File: config.mk
export PLATFORM = sky130hd
export DESIGN_NAME = uart_frame_rx
export DESIGN_NICKNAME = d
export VERILOG_FILES = /design/src/rtl/uart_frame_rx.sv
export SDC_FILE = /design/constraint.sdc
export NUM_CORES = 1
export LEC_CHECK = 0
export CORE_AREA = 3 3 132 134
export DETAILED_ROUTE_END_ITERATION = 8
export DIE_AREA = 0 0 135 137
export PLACE_DENSITY = 0.63
export SLEW_MARGIN = 10
export SYNTH_ARGS = -nofsm -noshare
export SYNTH_HDL_FRONTEND = slang
export SYNTH_SLANG_ARGS = --single-unit
File: constraint.sdc
create_clock -name clk -period 3.2 [get_ports clk]
set_clock_uncertainty 0.15 [all_clocks]
set_input_delay 0.96 -clock clk [delete_from_list [all_inputs] [get_ports clk]]
set_output_delay 0.96 -clock clk [all_outputs]
set_load 0.05 [all_outputs]
File: src/rtl/uart_frame_rx.sv
// Frame decoder behind the UART RX FIFO: hunts for SOF/LEN/payload/XOR frames,
// buffers the payload and streams it out over valid/ready only when the checksum matches.
module uart_frame_rx #(
   parameter int unsigned MAX_LEN = 16,
   parameter logic [7:0]  SOF     = 8'h55,
   parameter int unsigned TIMEOUT = 104_167
) (
   input  logic       clk,
   input  logic       rst_n,
   input  logic       fifo_empty,
   input  logic [7:0] fifo_data,
   output logic       fifo_rd_en,
   output logic [7:0] out_data,
   output logic       out_valid,
   input  logic       out_ready,
   output logic       out_last,
   output logic       frame_ok,
   output logic       chk_err,
   output logic       len_err,
   output logic       timeout_err
);

   localparam int LW = $clog2(MAX_LEN + 1);
   localparam int AW = (MAX_LEN > 1) ? $clog2(MAX_LEN) : 1;
   localparam int GW = (TIMEOUT > 2) ? $clog2(TIMEOUT) : 1;
   localparam logic [GW-1:0] GAP_MAX   = GW'(TIMEOUT - 1);
   localparam logic [7:0]    MAX_LEN_B = 8'(MAX_LEN);

   typedef enum logic [2:0] {HUNT, LEN, PAYLOAD, CHK, SEND} state_t;

   state_t        state_q;
   logic [7:0]    mem_q [MAX_LEN];
   logic [LW-1:0] len_q, wr_ptr_q, rd_ptr_q, rd_ptr_nxt;
   logic [7:0]    chk_q;
   logic [GW-1:0] gap_q, gap_d;
   logic          byte_vld_q;
   logic          fetching, gap_expired;

   assign fetching    = (state_q == LEN) || (state_q == PAYLOAD) || (state_q == CHK);
   assign fifo_rd_en  = rst_n && (state_q != SEND) && !fifo_empty && !byte_vld_q;
   assign rd_ptr_nxt  = rd_ptr_q + LW'(1);
   assign gap_expired = fetching && (gap_q == GAP_MAX) && !byte_vld_q && !fifo_rd_en;

   // The gap restarts when a read is issued, so it reads zero while that byte is valid.
   always_comb begin
      gap_d = gap_q;
      if (!fetching || fifo_rd_en) begin
         gap_d = '0;
      end else if (gap_q != GAP_MAX) begin
         gap_d = gap_q + GW'(1);
      end
   end

   always_ff @(posedge clk) begin
      if (state_q == PAYLOAD && byte_vld_q) begin
         mem_q[wr_ptr_q[AW-1:0]] <= fifo_data;
      end
   end

   always_ff @(posedge clk) begin
      if (!rst_n) begin
         state_q     <= HUNT;
         len_q       <= '0;
         wr_ptr_q    <= '0;
         rd_ptr_q    <= '0;
         chk_q       <= '0;
         gap_q       <= '0;
         byte_vld_q  <= 1'b0;
         out_data    <= '0;
         out_valid   <= 1'b0;
         out_last    <= 1'b0;
         frame_ok    <= 1'b0;
         chk_err     <= 1'b0;
         len_err     <= 1'b0;
         timeout_err <= 1'b0;
      end else begin
         byte_vld_q  <= fifo_rd_en;
         gap_q       <= gap_d;
         frame_ok    <= 1'b0;
         chk_err     <= 1'b0;
         len_err     <= 1'b0;
         timeout_err <= 1'b0;
         if (gap_expired) begin
            timeout_err <= 1'b1;
            state_q     <= HUNT;
            wr_ptr_q    <= '0;
            gap_q       <= '0;
         end else if (byte_vld_q) begin
            unique case (state_q)
               HUNT: begin
                  if (fifo_data == SOF) begin
                     state_q <= LEN;
                     gap_q   <= '0;
                  end
               end
               LEN: begin
                  gap_q <= '0;
                  if (fifo_data == 8'h00 || fifo_data > MAX_LEN_B) begin
                     len_err <= 1'b1;
                     state_q <= HUNT;
                  end else begin
                     len_q    <= LW'(fifo_data);
                     chk_q    <= fifo_data;
                     wr_ptr_q <= '0;
                     state_q  <= PAYLOAD;
                  end
               end
               PAYLOAD: begin
                  chk_q    <= chk_q ^ fifo_data;
                  wr_ptr_q <= wr_ptr_q + LW'(1);
                  if (wr_ptr_q + LW'(1) == len_q) begin
                     state_q <= CHK;
                     gap_q   <= '0;
                  end
               end
               CHK: begin
                  gap_q <= '0;
                  if (fifo_data == chk_q) begin
                     frame_ok  <= 1'b1;
                     rd_ptr_q  <= '0;
                     out_valid <= 1'b1;
                     out_data  <= mem_q[0];
                     out_last  <= (len_q == LW'(1));
                     state_q   <= SEND;
                  end else begin
                     chk_err <= 1'b1;
                     state_q <= HUNT;
                  end
               end
               default: ;
            endcase
         end else if (state_q == SEND && out_valid && out_ready) begin
            if (out_last) begin
               out_valid <= 1'b0;
               out_last  <= 1'b0;
               state_q   <= HUNT;
            end else begin
               rd_ptr_q <= rd_ptr_nxt;
               out_data <= mem_q[rd_ptr_nxt[AW-1:0]];
               out_last <= (rd_ptr_nxt == len_q - LW'(1));
            end
         end
      end
   end

endmodule

==> results of run 1 <==
-- how the worst max path moves through the flow --
stage          slack, ps  startpoint    endpoint
6_report              50  fifo_empty  fifo_rd_en
2_1_floorplan        230       rst_n  fifo_rd_en
3_3_place_gp        -100       rst_n  fifo_rd_en
4_1_cts               60  fifo_empty  fifo_rd_en
5_1_grt               40  fifo_empty  fifo_rd_en
3_5_place_dp        -110       rst_n  fifo_rd_en
-- synth_stat cells (3+ instances only) --
cell type,instances,share of area [%]
o211ai_1,5,0.46
inv_1,11,0.51
nor3b_1,3,0.28
and2_1,3,0.23
nor3_1,21,1.3
a221oi_1,8,0.86
xor2_1,9,0.97
dfxtp_1,58,14
a22oi_1,3,0.28
or3_1,3,0.23
clkbuf_1,13,0.60
nor2b_1,5,0.38
mux2i_1,13,1.6
nand2b_1,3,0.23
o31ai_1,7,0.65
nand2_1,39,1.8
edfxtp_1,128,47
nand4_1,9,0.69
o21ai_0,8,0.49
nand3_1,14,0.86
buf_2,5,0.31
buf_4,6,0.55
xnor2_1,29,3.1
nor2_1,48,2.2
nor3_2,10,1.2
a21oi_1,34,2.1
a211oi_1,9,0.83
ha_1,9,1.4
mux4_2,32,8.9
nor4_1,3,0.23
-- metal layers --
layer | up-vias | wire length, µm | GRT usage [%] | share of wire [%]
li1 | 2409 | - | - | -
met1 | 2547 | 8040 | 28.1 | 45
met2 | 110 | 8620 | 33.0 | 49
met3 | 22 | 767 | 3.60 | 4.3
met4 | 0 | 268 | 6.38 | 1.5
met5 | - | 0 | 0 | 0
-- worst reg2reg max path, stage by stage, from the launching register on --
cell and delay [ps]:
dfxtp_2 340, ha_1 280, buf_4 290, buf_4 200
nor3b_1 830, a221oi_1 350, a211oi_1 300
-- through the flow --
stage | setup TNS (ps) | hold slack [ps]
global placement | -106 | 329
finish | 0 | 350
detailed placement | -470 | 341
CTS | 0 | 349
global route | 0 | 385
floorplan | 0 | 309
-- cells by family (layout without fill, tap and decap cells) --
logic type,after synthesis,in the layout
buffers and inverters,40,121
AOI/OAI and AO/OA,93,93
muxes,46,46
DFF,186,186
xor gates and xnor gates,39,39
adders and majority gates,9,9
and+or+nand+nor,181,181
-- power groups by stage --
| stage | Combinational, W | Sequential, W | Clock, W |
|---|---|---|---|
| 6_report | 0.000121 | 0.00257 | 0.00197 |
| 4_1_cts | 0.000122 | 0.00257 | 0.00200 |
| 2_1_floorplan | 0.0000334 | 0.00262 | 0 |
| 5_1_grt | 0.000130 | 0.00256 | 0.00210 |
| 3_5_place_dp | 0.000121 | 0.00262 | 0 |
| 3_3_place_gp | 0.000117 | 0.00262 | 0 |
-- area by class of cell --
class                           count  area, µm²
Fill cell                        1299       6890
Sequential cell                   186       5010
Multi-Input combinational cell    368       2950
Timing Repair Buffer               77        689
Clock buffer                       22        454
Tap cell                          220        275
Clock inverter                     10       93.8
Inverter                           12       45.0
-- registers in the layout, indices dropped and copies added, names as in the netlist, 3 cells and up --
name / flops
chk_q: 8
rd_ptr_q: 5
mem_q: 128
wr_ptr_q: 5
gap_q: 17
len_q: 5
state_q: 3
out_data: 8
==> results_dict.tcl, run 1 <==
set metrics [dict create \
    outcome "finished clean" \
    min_path_type "reg -> reg" \
    rsz0062_at_grt "false" \
    pin_count 27 \
    period_needed_ps 3150 \
    cp_slowest_cell "clkdlybuf4s50_1" \
    wl_per_cell_um 19.8 \
    layout-drive-gt1-share_pct 20.6 \
    wl_um 17700 \
    diodes 0 \
    slew_violations 0 \
    synth_edf_count 128 \
    end_kind "primary output" \
    clock-root-buffer "clkbuf_16" \
    clk_path_buf_depth 2 \
    syn2layout_area_growth_pct 16.9 \
    dp.cells 863 \
    synthAdderAreaFrac_pct 1.38 \
    max_cap_violations 0 \
    post_synth_xor_area_fraction_pct 4.29 \
    crit-reg2reg-launch "rd_ptr_q[0]" \
    p_sw_share_pct 20.4 \
    final_cell_mix "edfxtp_1 (128), dfxtp_1 (57), nor2_1 (48), buf_4 (48), nand2_1 (39)" \
    hold_viol 0 \
    ys.flop_type "edfxtp_1" \
    clockPowerShare_pct 42.3 \
    hpwl_um 12300 \
    fin_crit_sh_pct 98.4 \
    die_w_um 135 \
    die_height_um 137 \
    drc 0 \
    post-place-ws_ps -108 \
    power.density_nw_per_um2 489 \
    viasPerCell 5.68 \
    port-buffer-count 26 \
    drtAntennaViolNets 0 \
    initial_core_util_pct 49.6 \
    num_rows 47 \
    clock-sinks 186 \
    layout.cells.non_filler 895 \
    path_cells "clkdlybuf4s50_1 -> or3_4 -> a21oi_4 -> buf_12" \
    maxSlewHeadroom_pct 30.7 \
    cp_num_buf_inv 2 \
    peakVddDrop_mv 0.377 \
    synth.area.mux_share_pct 10.6 \
    synthSimpleGateAreaFrac_pct 12.2 \
    clk_latency_ps 430 \
    path_clk_slew_ps 60 \
    placed_area_um2 8950 \
    whs_endpoint "chk_q[7]" \
    synth_top_family_by_area "simple AND/OR/NAND/NOR gates" \
    reg2reg_to "out_data[3]" \
    cts_hold_buf 0 \
    core_um2 16400 \
    slowest_delay_ps 430 \
    grt_util_all_layers_pct 20.3 \
    setup_viol_count_final 0 \
    grt_pass1_vias 5087 \
    gp_congestion 0.828 \
    vias 5088 \
    p_int_w 0.00371 \
    crit_path_start_kind "input pin" \
    cts_setup_buffers 0 \
    final_common_cell "edfxtp_1" \
    tightestPinTransition_ps 1040 \
    utilization_pct 58.0 \
    r2r_cells 6 \
    required_ps 2090 \
    grt_pass1_wl_um 28200 \
    htree_num_levels 4 \
    yosys_warnings 0 \
    min_path_cells 2 \
    combPwrFrac_pct 2.6 \
    nets 683 \
    p_sw_w 0.000950 \
    ff2ff_setup_slack_ps 390 \
    drtIter0Drc 418 \
    cpLargestDelayFamily "buffers and inverters" \
    fin_ws_ps 52.7 \
    pwr-share-seq_pct 55.1 \
    synth_cell_types 65 \
    dieArea_um2 18500 \
    cp_num_cells 4 \
    cts_tree "yes" \
    syn_inst 594 \
    cts_buffers 17 \
    final_cell_area_um2 9510 \
    worstHoldStart "chk_q[7]" \
    first_pass_iters 4 \
    synth_fp_nets 615 \
    synth_compound_area_share_pct 7.58 \
    synth.avg_cell_area_um2 13.7 \
    arrival_ps 2040 \
    power_leakage_nw 3.03 \
    fmax_ghz 0.318 \
    cts_resized 3 \
    grt_overflow 0 \
    fin_total_pwr_w 0.00466 \
    grt_max_degree 37 \
    syn_area_um2 8140 \
    crit_type "in -> out" \
    synth_seq_area_share_pct 61.5 \
    worstPathMaxFanout 2 \
    antenna_found_initial 0 \
    ys_ff_latch 186 \
    async_flop_share_pct 0 \
]
No activity file was read; power rests on OpenSTA's default activity.
==> run 2: changes to the inputs <==
--- a/config.mk
+++ b/config.mk
@@ -5,9 +5,11 @@
 export SDC_FILE = /design/constraint.sdc
 export NUM_CORES = 1
 export LEC_CHECK = 0
-export CORE_AREA = 3 3 132 134
+export ABC_AREA = 1
+export CORE_AREA = 3 3 137 139
 export DETAILED_ROUTE_END_ITERATION = 8
-export DIE_AREA = 0 0 135 137
+export DIE_AREA = 0 0 140 142
+export GPL_ROUTABILITY_DRIVEN = 0
 export PLACE_DENSITY = 0.63
 export SLEW_MARGIN = 10
 export SYNTH_ARGS = -nofsm -noshare
==> results_dict.tcl, run 2 <==
set metrics [dict create \
    cts_resized 0 \
    antenna_found_initial 0 \
    power.density_nw_per_um2 478 \
    grt_max_degree 75 \
    max_cap_violations 0 \
    grt_pass1_vias 6295 \
    cp_slowest_cell "clkdlybuf4s50_1" \
    crit_type "in -> out" \
    drtIter0Drc 528 \
    largest_register_ffs 128 \
    final_cell_mix "nand2_1 (255), edfxtp_1 (128), nor2_1 (117)" \
    die_height_um 142 \
    synth.avg_cell_area_um2 8.81 \
    tightestPinTransition_ps 527 \
    synth_top_area_share_pct 44.1 \
    cts_hold_buf 0 \
    fin_total_pwr_w 0.00479 \
    wl_per_cell_um 15.5 \
    fmax_ghz 0.337 \
    path_cells "clkdlybuf4s50_1 -> nor2_1 -> nand2_1 -> nor2_2 -> buf_12" \
    syn2layout_area_growth_pct 14.9 \
    port-buffer-count 26 \
    worstPathMaxFanout 2 \
    num_rows 49 \
    synth_cell_types 38 \
    vias 6512 \
    dieArea_um2 19900 \
    rsz0062_at_grt "false" \
    die_w_um 140 \
    synth_fp_nets 1011 \
    clk_path_buf_depth 2 \
    first_pass_iters 5 \
    cpLargestDelayFamily "buffers and inverters" \
    grt_overflow 0 \
    fillCellCount 1615 \
    htree_num_levels 4 \
    hold_viol 0 \
    initial_core_util_pct 49.0 \
    final.setup.tns_ps 0 \
    cp_num_buf_inv 2 \
    crit_path_start_kind "input pin" \
    wl_um 19900 \
    ys_top_cells_by_count "nand2_1 (255), edfxtp_1 (128), nor2_1 (117), inv_1 (115), nand3_1 (95)" \
    outcome "finished clean" \
    async_flop_share_pct 0 \
    pin_count 27 \
    ys.flop_type "edfxtp_1" \
    fin_crit_sh_pct 92.8 \
    yosys.cell_count.top_type "nand2_1" \
    diodes 0 \
    maxSlewHeadroom_pct 64.7 \
    peakVddDrop_mv 0.401 \
    setup_viol_count_final 0 \
    nets 1060 \
    clk_latency_ps 430 \
    final_common_cell "nand2_1" \
    yosys_warnings 0 \
    synth_edf_count 128 \
    grt_util_all_layers_pct 21.1 \
    layout-drive-gt1-share_pct 10.1 \
    arrival_ps 1860 \
    clock-root-buffer "clkbuf_16" \
    drc 0 \
    drtAntennaViolNets 0 \
    cts_tree "yes" \
    cts_setup_buffers 0 \
    synth.area.top_cells "edfxtp_1 (44%), dfxtp_1 (13%), nand2_1 (11%)" \
    cts_buffers 17 \
    min_path_type "reg -> reg" \
    path_clk_slew_ps 70 \
    yosys.area.top_type "edfxtp_1" \
    ys_ff_latch 186 \
    clock-sinks 186 \
    viasPerCell 5.08 \
    slowest_delay_ps 390 \
    synth_seq_area_share_pct 57.4 \
    period_needed_ps 2970 \
    required_ps 2090 \
    hpwl_um 13200 \
    core_um2 17800 \
    power_leakage_nw 4.01 \
    end_kind "primary output" \
    syn_inst 990 \
    syn_area_um2 8720 \
    grt_pass1_wl_um 32900 \
    slew_violations 0 \
]
-- run 2: cell count changes after synthesis, sizes merged, moves of 13 or more --
cell	change
inv	+112
mux2i	-13
mux4	-32
nand2	+219
nand3	+83
nor2	+81
nor3	-24
o21ai	+51
xnor2	-24
-- run 2: power breakdown --
group	internal, W	leakage (nW)	switching, W
Sequential	0.00256	1.62	0.000000319
Clock	0.00120	0.286	0.000903
Combinational	0.0000399	2.11	0.0000844
-- run 2: tightest hold or removal path: cells and delay by family (launching register included) --
kind                   cells  cell delay [ps]
flip-flops                 1              310
buffers and inverters      1               60
AO/OA/AOI/OAI              1               60
-- run 2: layer usage --
layer	track usage [%]	part of all wire, %	vias up
met2	36.3	50	138
met1	27.8	44	3035
met5	0	0	-
li1	-	-	3314
met4	6.43	1.5	0
met3	3.33	4.4	25
-- run 2: area by class of cell --
class	count	area, µm²	area share (%)
Clock inverter	13	140	1.40
Tap cell	229	287	2.86
Timing Repair Buffer	68	598	5.97
Multi-Input combinational cell	641	3070	30.6
Sequential cell	186	5010	49.9
Clock buffer	19	453	4.52
Inverter	125	469	4.68
-- run 2: logic make-up (layout without fill, tap and decap cells) --
kind of cell,after synthesis,after routing,synth area share (%)
DFF,186,186,57.4
AOI/OAI and AO/OA,107,107,6.66
buffers and inverters,163,225,7.40
xor gates and xnor gates,20,20,2.18
adders and majority gates,9,9,1.29
and+or+nand+nor,505,505,25.1
-- run 2: worst paths after layout --
path | start | cells after the start | end | slack, ps
setup reg to reg | wr_ptr_q[0] | 10 | gap_q[10] | 950
setup / recovery | fifo_empty | 5 | fifo_rd_en | 230
hold / removal | chk_q[4] | 2 | chk_q[4] | 320
hold reg to reg | chk_q[4] | 2 | chk_q[4] | 320
-- run 2: through the flow --
| step | cell area [µm²] | hold slack, ps | setup WS (ps) | util [%] | std cells |
|---|---|---|---|---|---|
| floorplan | 8720 | 295 | 479 | - | 990 |
| global placement | 9430 | 307 | 141 | 53.0 | 1249 |
| detailed placement | 9430 | 316 | 116 | 53.0 | 1249 |
| CTS | 10000 | 325 | 220 | 56.4 | 1281 |
| global route | 10000 | 337 | 85.4 | 56.4 | 1281 |
| finish | 10000 | 323 | 229 | 56.4 | 1281 |
